===== src/rtl/inert_seq.sv =====
`default_nettype none
// +----------------------------------------------------------------------+
// | inert_seq : inertial sensor SPI sequencer (power-up, init, reads).   |
// | rev 1.0                                                              |
// +----------------------------------------------------------------------+
module inert_seq #(
  parameter int PWRUP_W = 16
) (
  input  logic        clk,
  input  logic        rst,
  input  logic        INT,
  input  logic        done,
  input  logic [15:0] rd_data,
  output logic        wrt,
  output logic [15:0] cmd,
  output logic [15:0] ptch_rt,
  output logic [15:0] AZ,
  output logic        vld,
  output logic        init_cmplt
);

  typedef enum logic [2:0] {
    S_PWRUP    = 3'd0,
    S_INIT     = 3'd1,
    S_WAIT_INT = 3'd2,
    S_READ     = 3'd3,
    S_VLD      = 3'd4
  } state_t;

  localparam logic [PWRUP_W-1:0] C_TMR_ONE = {{(PWRUP_W-1){1'b0}}, 1'b1};

  state_t             state_q, state_d;
  logic [PWRUP_W-1:0] tmr_q, tmr_d;
  logic [1:0]         idx_q, idx_d;
  logic               pend_q, pend_d;
  logic               int_s1_q, int_s2_q;
  logic [7:0]         p_lo_q, p_lo_d, p_hi_q, p_hi_d;
  logic [7:0]         a_lo_q, a_lo_d, a_hi_q, a_hi_d;
  logic [15:0]        ptch_q, ptch_d, az_q, az_d;
  logic               init_q, init_d;
  logic               unused_rd_hi;

  assign unused_rd_hi = ^rd_data[15:8];

  function automatic logic [15:0] init_cmd(input logic [1:0] i);
    case (i)
      2'd0:    init_cmd = 16'h0D02;
      2'd1:    init_cmd = 16'h1053;
      2'd2:    init_cmd = 16'h1150;
      default: init_cmd = 16'h1460;
    endcase
  endfunction

  function automatic logic [7:0] read_addr(input logic [1:0] i);
    case (i)
      2'd0:    read_addr = 8'hA2;
      2'd1:    read_addr = 8'hA3;
      2'd2:    read_addr = 8'hAC;
      default: read_addr = 8'hAD;
    endcase
  endfunction

  always_comb begin
    state_d = state_q;
    tmr_d   = tmr_q;
    idx_d   = idx_q;
    pend_d  = pend_q;
    p_lo_d  = p_lo_q;
    p_hi_d  = p_hi_q;
    a_lo_d  = a_lo_q;
    a_hi_d  = a_hi_q;
    ptch_d  = ptch_q;
    az_d    = az_q;
    init_d  = init_q;
    wrt     = 1'b0;
    vld     = 1'b0;
    cmd     = 16'h0000;
    case (state_q)
      S_PWRUP: begin
        tmr_d = tmr_q + C_TMR_ONE;
        if (&tmr_q) begin
          tmr_d   = '0;
          idx_d   = 2'd0;
          state_d = S_INIT;
        end
      end
      S_INIT: begin
        cmd = init_cmd(idx_q);
        // Issue cycle ignores done: the master is still clearing the old level.
        if (!pend_q) begin
          wrt    = 1'b1;
          pend_d = 1'b1;
        end else if (done) begin
          pend_d = 1'b0;
          idx_d  = idx_q + 2'd1;
          if (idx_q == 2'd3) begin
            init_d  = 1'b1;
            state_d = S_WAIT_INT;
          end
        end
      end
      S_WAIT_INT: begin
        if (int_s2_q) begin
          idx_d   = 2'd0;
          state_d = S_READ;
        end
      end
      S_READ: begin
        cmd = {read_addr(idx_q), 8'h00};
        if (!pend_q) begin
          wrt    = 1'b1;
          pend_d = 1'b1;
        end else if (done) begin
          pend_d = 1'b0;
          idx_d  = idx_q + 2'd1;
          case (idx_q)
            2'd0:    p_lo_d = rd_data[7:0];
            2'd1:    p_hi_d = rd_data[7:0];
            2'd2:    a_lo_d = rd_data[7:0];
            default: a_hi_d = rd_data[7:0];
          endcase
          if (idx_q == 2'd3) state_d = S_VLD;
        end
      end
      S_VLD: begin
        vld     = 1'b1;
        ptch_d  = {p_hi_q, p_lo_q};
        az_d    = {a_hi_q, a_lo_q};
        state_d = S_WAIT_INT;
      end
      default: state_d = S_PWRUP;
    endcase
  end

  always_ff @(posedge clk or posedge rst) begin
    if (rst) begin
      state_q  <= S_PWRUP;
      tmr_q    <= '0;
      idx_q    <= 2'd0;
      pend_q   <= 1'b0;
      int_s1_q <= 1'b0;
      int_s2_q <= 1'b0;
      p_lo_q   <= 8'h00;
      p_hi_q   <= 8'h00;
      a_lo_q   <= 8'h00;
      a_hi_q   <= 8'h00;
      ptch_q   <= 16'h0000;
      az_q     <= 16'h0000;
      init_q   <= 1'b0;
    end else begin
      state_q  <= state_d;
      tmr_q    <= tmr_d;
      idx_q    <= idx_d;
      pend_q   <= pend_d;
      int_s1_q <= INT;
      int_s2_q <= int_s1_q;
      p_lo_q   <= p_lo_d;
      p_hi_q   <= p_hi_d;
      a_lo_q   <= a_lo_d;
      a_hi_q   <= a_hi_d;
      ptch_q   <= ptch_d;
      az_q     <= az_d;
      init_q   <= init_d;
    end
  end

  assign ptch_rt    = ptch_q;
  assign AZ         = az_q;
  assign init_cmplt = init_q;

endmodule
`default_nettype wire


===== config.mk =====
export PLATFORM = sky130hd
export DESIGN_NAME = inert_seq
export DESIGN_NICKNAME = d
export VERILOG_FILES = /design/src/rtl/inert_seq.sv
export SDC_FILE = /design/constraint.sdc
export NUM_CORES = 1
export LEC_CHECK = 0
export CELL_PAD_IN_SITES_DETAIL_PLACEMENT = 0
export CELL_PAD_IN_SITES_GLOBAL_PLACEMENT = 2
export CORE_ASPECT_RATIO = 0.75
export CORE_UTILIZATION = 38
export DETAILED_ROUTE_END_ITERATION = 16
export PLACE_DENSITY = 0.86
export SLEW_MARGIN = 40
export SYNTH_ARGS = -nofsm -noshare
export SYNTH_HDL_FRONTEND = slang
export SYNTH_SLANG_ARGS = --single-unit

===== constraint.sdc =====
create_clock -name clk -period 8.6 [get_ports clk]
set_clock_uncertainty 0.05 [all_clocks]
set_input_delay 1.72 -clock clk [delete_from_list [all_inputs] [get_ports clk]]
set_output_delay 1.72 -clock clk [all_outputs]
set_load 0.05 [all_outputs]

==> flow_summary.ini <==
[cts]
cts_setup_buffers = 0
cts_buffers = 9
clkLatencyLatePin_ns = 0.34
postCtsHoldBufs = 0
h-tree-depth = 3
root_buffer = clkbuf_16
cts.clk_slew.worst_paths_ns = 0.06
cts_tree = yes
cts_buffer_depth = 2
clock_sinks = 89
ctsResizeCount = 0

[grt]
grt_pass1_vias = 2494
antenna_found_initial = 0
groute.usage.overall = 0.158
overflow = 0
grt_max_degree = 83
grt_first_pass_wirelength_microns = 12600

[synth]
yosys.area_share.xor_xnor = 0.0276
yosysTopAreaCell = dfrtp_1
synth_top_area_share = 0.584
synthAdderAreaFrac = 0.0164
yosys.area_share.simple = 0.112
synth_top_family_by_area = multiplexers
synth_area_sq_mm = 0.00381
yosys_warnings = 0
avgSynthCellArea_sq_um = 13.3
netlist_instances = 287
synth-compound-area-share = 0.0381
ys.flop_type = dfrtp_1
synth_edf_count = 0
yosysSeqAreaShare = 0.584
synthDistinctLibCells = 42
synthArstFlopShare = 1.00
synth_seq_cells = 89
synth_area_leaders = dfrtp_1, mux2_2, buf_4
synthMuxAreaShare = 0.189

[final_layout]
final_cells = 485
final_core_util = 0.498
final_common_cell = dfrtp_1
drive_gt1_frac = 0.278
fill_cells = 859
areaGrowthSynthToFinish_pct = 26.6
num_antenna_cells = 0
layout_common_cells = dfrtp_1, mux2_2, clkdlybuf4s50_1, nor2_1
fin_nets = 373

[timing]
worst_pin_slew_ns = 0.744
final.min_clock_period_ns = 4.33
holdWs_ns = 0.299
clock.fmax_ghz = 0.231
drv_slew = 0
hold_viol_final = 0
rsz0062_at_grt = false
relSlewSlack = 0.504
setup_viol = 0
tns_ns = 0
period_share = 0.503

[routing]
drt_wl_total_microns = 7430
firstDrtPassIters = 4
viasPerCell = 4.87
drc = 0
vias = 2360
ant_nets = 0
drt_first_iter_violations = 125
wire_per_inst_microns = 15.3

[setup_path]
critPathSlowestCell = clkdlybuf4s50_1
end_kind = output port
start_kind = flop
required_ns = 6.83
worst-path-buf-inv = 1
cp_max_fo = 12
path_cells = nor2b_1 -> o31ai_1 -> a21oi_1 -> clkdlybuf4s50_1
path_class = flop to output port
max_stage_delay_ns = 0.84
cp.arrival_ns = 2.56
crit_family = buffers and inverters

[placed_design]
placed_cells = 469
gp_congestion = 0.729
port_buffers = 58
dpl.hpwl_microns = 4940

[die]
die_w_microns = 118
dieArea_sq_mm = 0.0104
rows = 31
start_util = 0.393
ios = 71
core_area_sq_mm = 0.00970
dieHeight_microns = 88.7

[pwr]
seqPwrFrac = 0.383
power_frac_comb = 0.356
intPower_uw = 999
cellPowerDensity_mw_per_mm2 = 326
switching_power_uw = 573
report.power.total_mw = 1.57
power.share.clock = 0.261
ir_worst_vdd_mv = 0.249
p_sw_frac = 0.365
p_leak_nw = 2.17

[min_path]
hold_class = flop to flop

[job]
maxCapViolCount = 0

[run_status]
run_status = completed
[state kept, by name, summed over array words and instances (netlist names)]
| register | cells |
|---|---|
| tmr_q | 16 |
| idx_q | 2 |
| state_q | 3 |
| AZ | 16 |
| p_lo_q | 8 |
| init_cmplt | 1 |
| a_lo_q | 8 |
| p_hi_q | 8 |
| int_s2_q | 1 |
| int_s1_q | 1 |
| pend_q | 1 |
| ptch_rt | 16 |
| a_hi_q | 8 |
[worst register-to-register path, stage by stage (launching register included)]
cell and delay (ns):
dfrtp_1 0.69, nand3b_1 0.34, nor2_4 0.23, nand2_2 0.21, mux2_2 0.34
[cell usage after synthesis (all sizes together) (2+ instances only)]
library cell and number:
nand3 7, nor3b 3, a21oi 8, mux2 64, buf 11, nor2 19, xnor2 7, nand2 13
dfrtp 89, and3 5, o21ai 8, clkbuf 2, or3 4, xor2 5, nand4 7, o21bai 2
nor3 4, inv 9, o31ai 2, ha 5, or4 2
[final timing paths]
check / slack, ns / endpoint / cells past startpoint / start
max: 4.27 / cmd[10] / 4 / state_q[0]
min: 0.30 / int_s2_q / 0 / int_s1_q
min in group asynchronous: 1.53 / AZ[9] / 2 / rst
min reg2reg: 0.30 / int_s2_q / 0 / int_s1_q
max reg2reg: 6.62 / a_hi_q[3] / 4 / state_q[1]
max in group asynchronous: 6.01 / tmr_q[2] / 3 / rst
[power by group through the flow]
stage	Sequential, mW	Clock (mW)	Combinational, mW
floorplan	0.652	0	0.352
global placement	0.604	0	0.554
detailed placement	0.610	0	0.561
CTS	0.603	0.419	0.565
global route	0.622	0.436	0.596
finish	0.602	0.410	0.559
[cell families (layout without fill, tap and decap cells)]
kind of cell | count (synthesis) | in the layout
DFF | 89 | 89
AOI/OAI and AO/OA | 24 | 24
xor gates and xnor gates | 12 | 12
adders and majority gates | 5 | 5
other | 1 | 4
muxes | 64 | 64
buffers and inverters | 22 | 85
and+or+nand+nor | 70 | 70
[metal layers]
| metal | vias up | share of wire | GRT usage |
|---|---|---|---|
| met5 | - | 0 | 0 |
| met4 | 0 | 0.012 | 0.0559 |
| met3 | 9 | 0.034 | 0.0445 |
| met2 | 46 | 0.44 | 0.243 |
| met1 | 1184 | 0.51 | 0.217 |
| li1 | 1121 | - | - |
[cell type report]
cell class / count / area (sq um) / share of cell area
inverters: 9 / 35.0 / 0.00726
flip-flops and latches: 89 / 2230 / 0.462
clock inverters: 3 / 47.5 / 0.00985
clock buffers: 13 / 270 / 0.0560
multi-input cells: 179 / 1480 / 0.307
repair buffers: 60 / 599 / 0.124
well taps: 132 / 165 / 0.0342
[through the flow]
step                setup slack, ns  instance area, sq um
finish                         4.27                  4820
global route                   4.06                  4820
CTS                            4.27                  4820
detailed placement             4.67                  4510
global placement               4.69                  4500
floorplan                      4.52                  3820
Power figures use the tool's default switching activity.
